--- src/rtl/uart_pkg.sv ---
// uart_pkg: definitions shared by the mini-computer UART transmitter and
// receiver. Provides the receiver state enumeration, the data width, the
// line idle level and the parity helper.
package uart_pkg;

    localparam int unsigned DATA_W   = 8;
    localparam logic        IDLE_LVL = 1'b1;

    typedef enum logic [2:0] {
        IDLE,
        START,
        DATA,
        PARITY,
        STOP,
        BREAK
    } rx_st_t;

    // Parity bit carried on the line: XOR of the data bits, XORed with PRT.
    function automatic logic parity_bit(input logic [DATA_W-1:0] d,
                                        input logic              prt);
        return (^d) ^ prt;
    endfunction

endpackage

--- src/rtl/receive_if.sv ---
// receive_if: serial line, sample tick and bus-side register signals of the
// UART receiver.
//   RxEn   : one-clk sample tick at OVS x baud
//   RxD    : asynchronous serial line, idle high
//   PRT    : parity select
//   rd_rdr : CPU read strobe, clears the status flags
//   RDR    : received data register
//   RDRF   : data register full
//   PE/FE/OE : parity / framing / overrun error
//   setRC  : one-clk pulse per completed frame
// Modports: master = line/bus side (drives RxEn, RxD, PRT, rd_rdr),
//           slave  = receiver.
interface receive_if;
    import uart_pkg::*;

    logic              RxEn;
    logic              RxD;
    logic              PRT;
    logic              rd_rdr;
    logic [DATA_W-1:0] RDR;
    logic              RDRF;
    logic              PE;
    logic              FE;
    logic              OE;
    logic              setRC;

    modport master (
        output RxEn, RxD, PRT, rd_rdr,
        input  RDR, RDRF, PE, FE, OE, setRC
    );

    modport slave (
        input  RxEn, RxD, PRT, rd_rdr,
        output RDR, RDRF, PE, FE, OE, setRC
    );

endinterface

--- src/rtl/uart_sync.sv ---
// uart_sync: metastability synchroniser for the asynchronous RxD line.
// Ports:
//   clk   : system clock
//   rst_n : asynchronous reset, active-low (chain resets to the idle level)
//   d_i   : asynchronous input
//   q_o   : synchronised output, STAGES clk after d_i
module uart_sync
    import uart_pkg::*;
#(
    parameter int unsigned STAGES = 2
) (
    input  logic clk,
    input  logic rst_n,
    input  logic d_i,
    output logic q_o
);

    logic [STAGES-1:0] chain_q;

    always_ff @(posedge clk or negedge rst_n) begin
        if (!rst_n) begin
            chain_q <= {STAGES{IDLE_LVL}};
        end else begin
            chain_q <= {chain_q[STAGES-2:0], d_i};
        end
    end

    assign q_o = chain_q[STAGES-1];

endmodule

--- src/rtl/receive.sv ---
// receive: UART serial receiver. Frame: start(0), 8 data bits LSB first,
// parity (XOR(data) ^ PRT), stop(1). The received byte is presented in RDR
// with RDRF/PE/FE/OE status, cleared by rd_rdr.
// Ports:
//   clk   : system clock, all state on the rising edge
//   rst_n : asynchronous reset, active-low
//   bus   : receive_if.slave (RxEn, RxD, PRT, rd_rdr in; RDR, RDRF, PE,
//           FE, OE, setRC out)
// Parameters: OVS (RxEn ticks per bit, even, 8..32), SYNC_STAGES (>=2).
// Build option UART_RX_MAJORITY_EN: each bit is the 2-of-3 majority of the
// samples at SmpCnt OVS/2-2, OVS/2-1, OVS/2, decided at SmpCnt==OVS/2.
// Otherwise a single sample is taken at OVS/2-1 (start) and OVS-1 (others).
module receive
    import uart_pkg::*;
#(
    parameter int unsigned OVS         = 16,
    parameter int unsigned SYNC_STAGES = 2
) (
    input  logic      clk,
    input  logic      rst_n,
    receive_if.slave  bus
);

    localparam int unsigned CW = $clog2(OVS);
    typedef logic [CW-1:0] cnt_t;

    localparam cnt_t CNT_LAST = cnt_t'(OVS - 1);
`ifdef UART_RX_MAJORITY_EN
    localparam cnt_t START_DECIDE = cnt_t'(OVS / 2);
    localparam cnt_t BIT_DECIDE   = cnt_t'(OVS / 2);
`else
    localparam cnt_t START_DECIDE = cnt_t'(OVS / 2 - 1);
    localparam cnt_t BIT_DECIDE   = CNT_LAST;
`endif

    logic rxs;

    uart_sync #(.STAGES(SYNC_STAGES)) u_sync (
        .clk   (clk),
        .rst_n (rst_n),
        .d_i   (bus.RxD),
        .q_o   (rxs)
    );

    rx_st_t            state_q, state_d;
    cnt_t              smp_q, smp_d;
    logic [2:0]        bit_q, bit_d;
    logic [DATA_W-1:0] rsr_q, rsr_d;
    logic              par_q, par_d;
    logic              stop_q, stop_d;
    logic              commit_q, commit_d;

    logic [DATA_W-1:0] rdr_q, rdr_d;
    logic              rdrf_q, rdrf_d;
    logic              pe_q, pe_d;
    logic              fe_q, fe_d;
    logic              oe_q, oe_d;
    logic              setrc_q, setrc_d;

    logic              sample;

`ifdef UART_RX_MAJORITY_EN
    // Two previous samples plus the current one form the 3-sample window.
    logic [1:0] hist_q, hist_d;
    logic [2:0] win;

    always_comb begin
        win    = {hist_q, rxs};
        sample = (win[0] & win[1]) | (win[0] & win[2]) | (win[1] & win[2]);
        hist_d = hist_q;
        if (bus.RxEn) begin
            hist_d = {hist_q[0], rxs};
        end
    end

    always_ff @(posedge clk or negedge rst_n) begin
        if (!rst_n) begin
            hist_q <= {2{IDLE_LVL}};
        end else begin
            hist_q <= hist_d;
        end
    end
`else
    assign sample = rxs;
`endif

    always_ff @(posedge clk or negedge rst_n) begin
        if (!rst_n) begin
            state_q  <= IDLE;
            smp_q    <= '0;
            bit_q    <= '0;
            rsr_q    <= '0;
            par_q    <= 1'b0;
            stop_q   <= IDLE_LVL;
            commit_q <= 1'b0;
        end else begin
            state_q  <= state_d;
            smp_q    <= smp_d;
            bit_q    <= bit_d;
            rsr_q    <= rsr_d;
            par_q    <= par_d;
            stop_q   <= stop_d;
            commit_q <= commit_d;
        end
    end

    // Decision and wrap points coincide in the single-sample build; in the
    // majority build the bit is decided at OVS/2 and the state advances at
    // the wrap, so the frame alignment stays the same in both builds.
    always_comb begin
        state_d  = state_q;
        smp_d    = smp_q;
        bit_d    = bit_q;
        rsr_d    = rsr_q;
        par_d    = par_q;
        stop_d   = stop_q;
        commit_d = 1'b0;
        if (bus.RxEn) begin
            smp_d = smp_q + 1'b1;
            unique case (state_q)
                IDLE: begin
                    smp_d = '0;
                    if (!rxs) begin
                        state_d = START;
                    end
                end
                START: begin
                    if (smp_q == START_DECIDE && sample) begin
                        // Line back high at mid start bit: glitch.
                        smp_d   = '0;
                        state_d = IDLE;
                    end
`ifdef UART_RX_MAJORITY_EN
                    else if (smp_q == CNT_LAST) begin
`else
                    else if (smp_q == START_DECIDE) begin
`endif
                        smp_d   = '0;
                        bit_d   = '0;
                        state_d = DATA;
                    end
                end
                DATA: begin
                    if (smp_q == BIT_DECIDE) begin
                        rsr_d = {sample, rsr_q[DATA_W-1:1]};
                    end
                    if (smp_q == CNT_LAST) begin
                        smp_d = '0;
                        if (bit_q == 3'd7) begin
                            state_d = PARITY;
                        end else begin
                            bit_d = bit_q + 3'd1;
                        end
                    end
                end
                PARITY: begin
                    if (smp_q == BIT_DECIDE) begin
                        par_d = sample;
                    end
                    if (smp_q == CNT_LAST) begin
                        smp_d   = '0;
                        state_d = STOP;
                    end
                end
                STOP: begin
                    if (smp_q == BIT_DECIDE) begin
                        commit_d = 1'b1;
                        stop_d   = sample;
                        smp_d    = '0;
                        state_d  = sample ? IDLE : BREAK;
                    end
                end
                BREAK: begin
                    smp_d = '0;
                    if (rxs) begin
                        state_d = IDLE;
                    end
                end
                default: begin
                    smp_d   = '0;
                    state_d = IDLE;
                end
            endcase
        end
    end

    always_ff @(posedge clk or negedge rst_n) begin
        if (!rst_n) begin
            rdr_q   <= '1;
            rdrf_q  <= 1'b0;
            pe_q    <= 1'b0;
            fe_q    <= 1'b0;
            oe_q    <= 1'b0;
            setrc_q <= 1'b0;
        end else begin
            rdr_q   <= rdr_d;
            rdrf_q  <= rdrf_d;
            pe_q    <= pe_d;
            fe_q    <= fe_d;
            oe_q    <= oe_d;
            setrc_q <= setrc_d;
        end
    end

    // A commit takes priority over a simultaneous CPU read.
    always_comb begin
        rdr_d   = rdr_q;
        rdrf_d  = rdrf_q;
        pe_d    = pe_q;
        fe_d    = fe_q;
        oe_d    = oe_q;
        setrc_d = 1'b0;
        if (commit_q) begin
            rdr_d   = rsr_q;
            rdrf_d  = 1'b1;
            setrc_d = 1'b1;
            pe_d    = (par_q != parity_bit(rsr_q, bus.PRT));
            fe_d    = ~stop_q;
            oe_d    = rdrf_q & ~bus.rd_rdr;
        end else if (bus.rd_rdr) begin
            rdrf_d = 1'b0;
            pe_d   = 1'b0;
            fe_d   = 1'b0;
            oe_d   = 1'b0;
        end
    end

    assign bus.RDR   = rdr_q;
    assign bus.RDRF  = rdrf_q;
    assign bus.PE    = pe_q;
    assign bus.FE    = fe_q;
    assign bus.OE    = oe_q;
    assign bus.setRC = setrc_q;

endmodule

--- src/flat_wrapper.sv ---
// flat-port wrapper written by rule: the top's interface ports become plain ports
module receive_flat import uart_pkg::*;
#(
    parameter int unsigned OVS         = 16,
    parameter int unsigned SYNC_STAGES = 2
)
  (clk, rst_n, bus_RxEn, bus_RxD, bus_PRT, bus_rd_rdr, bus_RDR, bus_RDRF, bus_PE, bus_FE, bus_OE, bus_setRC);
  receive_if bus_i ();
  input  logic clk;
  input  logic rst_n;
  input wire logic [$bits(bus_i.RxEn)-1:0] bus_RxEn;
  input wire logic [$bits(bus_i.RxD)-1:0] bus_RxD;
  input wire logic [$bits(bus_i.PRT)-1:0] bus_PRT;
  input wire logic [$bits(bus_i.rd_rdr)-1:0] bus_rd_rdr;
  output wire logic [$bits(bus_i.RDR)-1:0] bus_RDR;
  output wire logic [$bits(bus_i.RDRF)-1:0] bus_RDRF;
  output wire logic [$bits(bus_i.PE)-1:0] bus_PE;
  output wire logic [$bits(bus_i.FE)-1:0] bus_FE;
  output wire logic [$bits(bus_i.OE)-1:0] bus_OE;
  output wire logic [$bits(bus_i.setRC)-1:0] bus_setRC;
  assign bus_i.RxEn = bus_RxEn;
  assign bus_i.RxD = bus_RxD;
  assign bus_i.PRT = bus_PRT;
  assign bus_i.rd_rdr = bus_rd_rdr;
  assign bus_RDR = bus_i.RDR;
  assign bus_RDRF = bus_i.RDRF;
  assign bus_PE = bus_i.PE;
  assign bus_FE = bus_i.FE;
  assign bus_OE = bus_i.OE;
  assign bus_setRC = bus_i.setRC;
  receive #(.OVS(OVS), .SYNC_STAGES(SYNC_STAGES)) u_core (.clk(clk), .rst_n(rst_n), .bus(bus_i));
endmodule
--- config.mk ---
export PLATFORM = sky130hd
export DESIGN_NAME = receive_flat
export DESIGN_NICKNAME = d
export VERILOG_FILES = /design/src/rtl/uart_pkg.sv /design/src/rtl/receive_if.sv /design/src/rtl/uart_sync.sv /design/src/rtl/receive.sv /design/src/flat_wrapper.sv
export SDC_FILE = /design/constraint.sdc
export NUM_CORES = 1
export LEC_CHECK = 0
export ABC_CLOCK_PERIOD_IN_PS = 2800
export BUFFER_PORTS_ARGS = -buffer_cell sky130_fd_sc_hd__buf_2
export CAP_MARGIN = 20
export CORE_AREA = 3 3 65 67
export DETAILED_ROUTE_END_ITERATION = 8
export DIE_AREA = 0 0 68 70
export GPL_ROUTABILITY_DRIVEN = 0
export PLACE_DENSITY_LB_ADDON = 0.2
export SLEW_MARGIN = 20
export SYNTH_ARGS = -nofsm -noshare
export SYNTH_HDL_FRONTEND = slang
export SYNTH_SLANG_ARGS = --single-unit
--- constraint.sdc ---
create_clock -name clk -period 2.8 [get_ports clk]
set_input_delay 0.42 -clock clk [delete_from_list [all_inputs] [get_ports clk]]
set_output_delay 0.42 -clock clk [all_outputs]
set_load 0.02 [all_outputs]
## Word-level counts from Yosys, hierarchy flattened

Cells that the tools add are included.

| word-level totals | value |
|---|---|
| bits in writable memories | 0 |
| output and inout bits | 13 |
| memories | 0 |
| logic and storage cells | 78 |
| ROM bits | 0 |
| bits of input ports | 6 |
| register bits after elaboration | 36 |
| latch bits | 0 |

| cells by class | value |
|---|---|
| add/subtract/negate cells | 2 |
| equal/unequal tests | 19 |
| multipliers | 0 |
| magnitude comparators | 0 |
| div/mod/pow operators | 0 |
| shifts and indexed selects | 0 |
| bitwise gates (word level) | 4 |
| reductions and logical operators | 11 |
| muxes and demuxes | 28 |

Operators with widths:

| operator | number |
|---|---|
| $mux W3 | 13 |
| $pmux W3 S6 | 1 |
| $mux W4 | 3 |
| $ne A2 B1 Y1 const B | 5 |
| $eq A3 B3 Y1 const B | 3 |
| $mux W1 | 9 |
| $reduce_and A3 Y1 | 3 |
| $ne A2 B2 Y1 const B | 4 |
| $pmux W4 S2 | 1 |
| $reduce_and A8 Y1 | 1 |
| $reduce_xor A8 Y1 | 1 |
| $eq A3 B2 Y1 const B | 2 |
| $pmux W3 S2 | 1 |
| $reduce_and A6 Y1 | 1 |
| $add A4 B1 Y4 const B | 1 |
| $eq A4 B3 Y1 const B | 1 |
| $eq A4 B4 Y1 const B | 1 |
| $reduce_bool A2 Y1 | 2 |
| $add A3 B1 Y3 const B | 1 |
| $eq A3 B1 Y1 const B | 1 |
| $logic_not A3 Y1 | 1 |
| $ne A3 B1 Y1 const B | 1 |
| $reduce_or A3 Y1 | 1 |
| $not A1 Y1 | 2 |
| other kinds (4) | 4 |

## Longest topological paths before layout

| logic depth | value |
|---|---|
| depth in word-level cells | 4 |
| depth in mapped cells | 7 |
| depth with buffers taken out | 7 |

## Cells and area by module

A second synthesis with hierarchy kept.

| second synthesis, totals | value |
|---|---|
| cells, all modules | 136 |
| area total of the unflattened synthesis | 1674.1 um^2 |

By module, submodules not included:

| module | instances | cells an instance | area each (um^2) |
|---|---|---|---|
| receive | 1 | 134 | 1621.6 |
| uart_sync | 1 | 2 | 52.6 |

## Worst setup path after synthesis

Ideal clock, no wire load.

| path | value |
|---|---|
| kind | register -> register |
| start point | reg u_core.bit_q[0] |
| end point | reg u_core.bit_q[0] |
| period minus slack after synthesis | 1969 ps |
| setup time | 125 ps |
| slack | 831 ps |
| path buffers | 0 |
| arrival | 1844 ps |
| stages on the path, launching flop included | 8 |
| cells stage by stage | dfrtp_1 -> ha_1 -> ha_1 -> nor2_1 -> nand3_1 -> o31a_1 -> or4b_4 -> mux2_4 |

| between the ends | value |
|---|---|
| cells in the longest elaborated chain, start to end | 4 |

Ends and longest elaborated chain:

| item | RTL line | source |
|---|---|---|
| start, declared | receive.sv:47 | `logic [2:0] bit_q, bit_d;` |
| start signal, assigned | receive.sv:99 | `bit_q <= bit_d;` |
| $add A3 B1 Y3 | receive.sv:152 | `bit_d = bit_q + 3'd1;` |
| $mux W3 | receive.sv:149 | `if (bit_q == 3'd7) begin` |
| $mux W3 | receive.sv:147 | `if (smp_q == CNT_LAST) begin` |
| $pmux W3 S2 | receive.sv:120 | `unique case (state_q)` |

Several ways; a longest one is shown, not always the timed one. The select of a mux whose other input is x is not followed.
A chain may end at the register's enable or synchronous reset.

## Worst setup path after layout

Ends and elaborated chain as after synthesis.

==> metrics.md <==
| Metric | Value |
|---|---|
| Largest net degree at the start of global routing | 37 |
| Clock sink total | 36 |
| Setup bufs post-CTS | 0 |
| Status | completed |
| Final core occ | 0.515 |
| Top-count cell post-synth | dfrtp_1 |
| Clk buf depth | 2 |
| Ys async rst share | 1.00 |
| Drt via density | between 5 and 6 |
| Top Ports | 19 |
| First-pass GRT wire length | 5.05 mm |
| Pre-antenna DRT Iters | 4 |
| Max-slew violation count | 0 |
| Critical path data required time | between 2000 and 3000 ps |
| Number of synthesized flops with an enable pin | 0 |
| Routed WL per cell | between 10 and 15 um |
| #FFs+latches synth | 36 |
| Crit path kind | register to register |
| Critical path peak fanout | 3 |
| Leak | 0.902 nW |
| R2R cell count | 7 |
| Core Box Area | 3690 sq um |
| Ys flop type | dfrtp_1 |
| Hold Vio Cnt, Final | 0 |
| Worst VDD drop | 0.355 mV |
| Syn_nets | 148 |
| Overflow after GRT | 0 |
| Setup crit end | u_core.bit_q[0]$_DFFE_PN0P_ |
| H-tree depth | 2 |
| Total wire length | 2.83 mm |
| Iteration-0 DRC Markers | 65 |
| Total Routing Usage GR | 0.142 |
| Cell row count | 22 |
| Initial Utilization | 0.450 |
| Post-Synthesis Cell Area | between 1500 and 2000 sq um |
| Reg clk slew, reported paths | ~70 ps |
| Peak Freq | between 400 and 500 MHz |
| TritonCTS clock tree | yes |
| Antenna fix cells | 0 |
| Startpoint types | register |
| Clk_skew | 6.73 ps |
| Slew HR | 0.484 |
| Number of remaining DRC errors | 0 |
| Setup TNS | 0 ps |
| CP arrival | 2240 ps |
| Worst setup path start | u_core.bit_q[0]$_DFFE_PN0P_ |
| Routed via count | 1,083 |
| Main area contributors after synthesis | dfrtp_1 38%, dfstp_2 17%, mux2_2 13%, xnor2_1 4.8%, ha_1 2.3% |
| Hold-fix buffers at CTS | 0 |
| P&R area growth vs syn | 14.6% |
| Crit share post-route | 0.738 |
| Register-to-register setup slack | 730 ps |
| Top-area cell type share of the netlist area | 0.377 |
| Seq/Total Area, Yosys | 0.551 |
| Synthesized area per cell | 11.9 sq um |
| Dpl hpwl | 1.95 mm |
| Synth cell count leaders | 25 x dfrtp_1, 19 x mux2_2, 11 x dfstp_2, 9 x nor2_1, 9 x xnor2_1 |
| Measured slew at the worst slew-check pin | 774 ps |
| Root Buffer | clkbuf_8 |
| Resize count post-CTS | 0 |
| Number of max-cap violations | 0 |
| Die X | 68 um |
| Fin nets | 169 |
| Clk_lat worst skew | 290 ps |
| Endpoint class of the critical path | register |
| Die Y-Extent | 70 um |
| RR Startpoint | u_core.bit_q[0]$_DFFE_PN0P_ |
| HP Class | primary input to asynchronous set/reset pin |
| Pwr/cell area | 728 nW/um^2 |
| Min Tclk post-route | 2070 ps |
| Share of layout cells above drive strength 1 | 0.366 |
| Die ar. | 4760 sq um |
| Mapped Cells | about 140 |
| Routed Antenna Nets | 0 |
| Vias in the first global route | 1,047 |
| # port buffers | 18 |
| RSZ-0062 raised after global routing | false |
| Synth Warn # | 0 |
| Worst r2r dst | u_core.bit_q[0]$_DFFE_PN0P_ |
| Synth cell types | 34 |
| # setup viols final | 0 |
| Tot Pwr | 0.00138 W |
| Number of antenna violations at the first check in global routing | 0 |
| Yosys top cell by area | dfrtp_1 |
| Total CTS buffers | 5 |
==> worst max-delay path: stages (launching register included) <==
cell,delay [ps]
dfrtp_1,400
ha_1,210
ha_1,200
nor2_1,80
nand3_1,90
o31a_1,120
or4b_4,550
mux2_4,310
==> per-layer routing <==
layer | global-route usage | share of wire | vias up
li1 | - | - | 518
met3 | 0.0531 | 0.051 | 6
met5 | 0 | 0 | -
met1 | 0.186 | 0.47 | 535
met4 | 0.0596 | 0.021 | 0
met2 | 0.207 | 0.46 | 24
==> kinds of logic (layout without fill, tap and decap cells) <==
group / after synthesis / in the layout / share of synthesized area
compound gates: 19 / 19 / 0.0762
xor+xnor: 10 / 10 / 0.0528
fa+ha+maj: 3 / 3 / 0.0226
buf+inv: 13 / 35 / 0.0302
flops: 36 / 36 / 0.551
mux: 23 / 23 / 0.156
simple gates: 35 / 35 / 0.111
==> final cells by class <==
type	instances	area, sq um
fillers	354	1790
inverters	9	33.8
repair buffers	18	90.1
clock buffers	6	72.6
clock inverters	2	35.0
flip-flops and latches	36	915
well taps	48	60.1
multi-input cells	90	694
==> per-stage QoR <==
stage | area [sq um] | std cells | worst slack [ps] | hold slack, ps
3_5_place_dp | 1790 | 201 | 736 | 349
2_1_floorplan | 1660 | 139 | 831 | 124
6_report | 1900 | 209 | 734 | 206
4_1_cts | 1900 | 209 | 718 | 214
5_1_grt | 1900 | 209 | 590 | 212
3_3_place_gp | 1790 | 201 | 793 | 347
==> layout by cell type (no fill, tap or decap), types with 2 or more instances in the layout <==
| cell type | count |
|---|---|
| dfstp_2 | 11 |
| nand2_1 | 7 |
| a21o_1 | 2 |
| buf_2 | 18 |
| o22ai_1 | 2 |
| clkbuf_8 | 5 |
| nand2b_1 | 3 |
| xnor2_1 | 9 |
| mux2_2 | 19 |
| nor2_1 | 9 |
| o21ai_0 | 5 |
| nand4_1 | 2 |
| nand3b_1 | 2 |
| dfrtp_1 | 25 |
| nor3_1 | 3 |
| inv_1 | 8 |
| a21oi_1 | 4 |
| ha_1 | 3 |
| nand3_1 | 4 |
| mux2i_1 | 3 |
==> how the worst min path moves through the flow <==
| stage | from | endpoint |
|---|---|---|
| global placement | u_core.u_sync.chain_q[0]$_DFF_PN1_ | u_core.u_sync.chain_q[1]$_DFF_PN1_ |
| floorplan | rst_n | u_core.bit_q[0]$_DFFE_PN0P_ |
| global route | bus_RxD | u_core.u_sync.chain_q[0]$_DFF_PN1_ |
| finish | rst_n | u_core.bus.setRC$_DFF_PN0_ |
| detailed placement | u_core.u_sync.chain_q[0]$_DFF_PN1_ | u_core.u_sync.chain_q[1]$_DFF_PN1_ |
| CTS | bus_RxD | u_core.u_sync.chain_q[0]$_DFF_PN1_ |
==> where the power goes <==
part,internal (W),switching (W)
registers,0.000572,0.0000661
logic,0.000140,0.000158
clock network,0.000264,0.000182
==> sequential cells by signal, summed over array words and instances, names as in the netlist <==
signal and cells:
u_core.bit_q 3, u_core.bus.FE 1, u_core.bus.OE 1, u_core.bus.PE 1
u_core.bus.RDR 8, u_core.bus.RDRF 1, u_core.bus.setRC 1, u_core.commit_q 1
u_core.par_q 1, u_core.rsr_q 8, u_core.smp_q 4, u_core.state_q 3
u_core.stop_q 1, u_core.u_sync.chain_q 2
No activity file was read; power rests on OpenSTA's default activity.
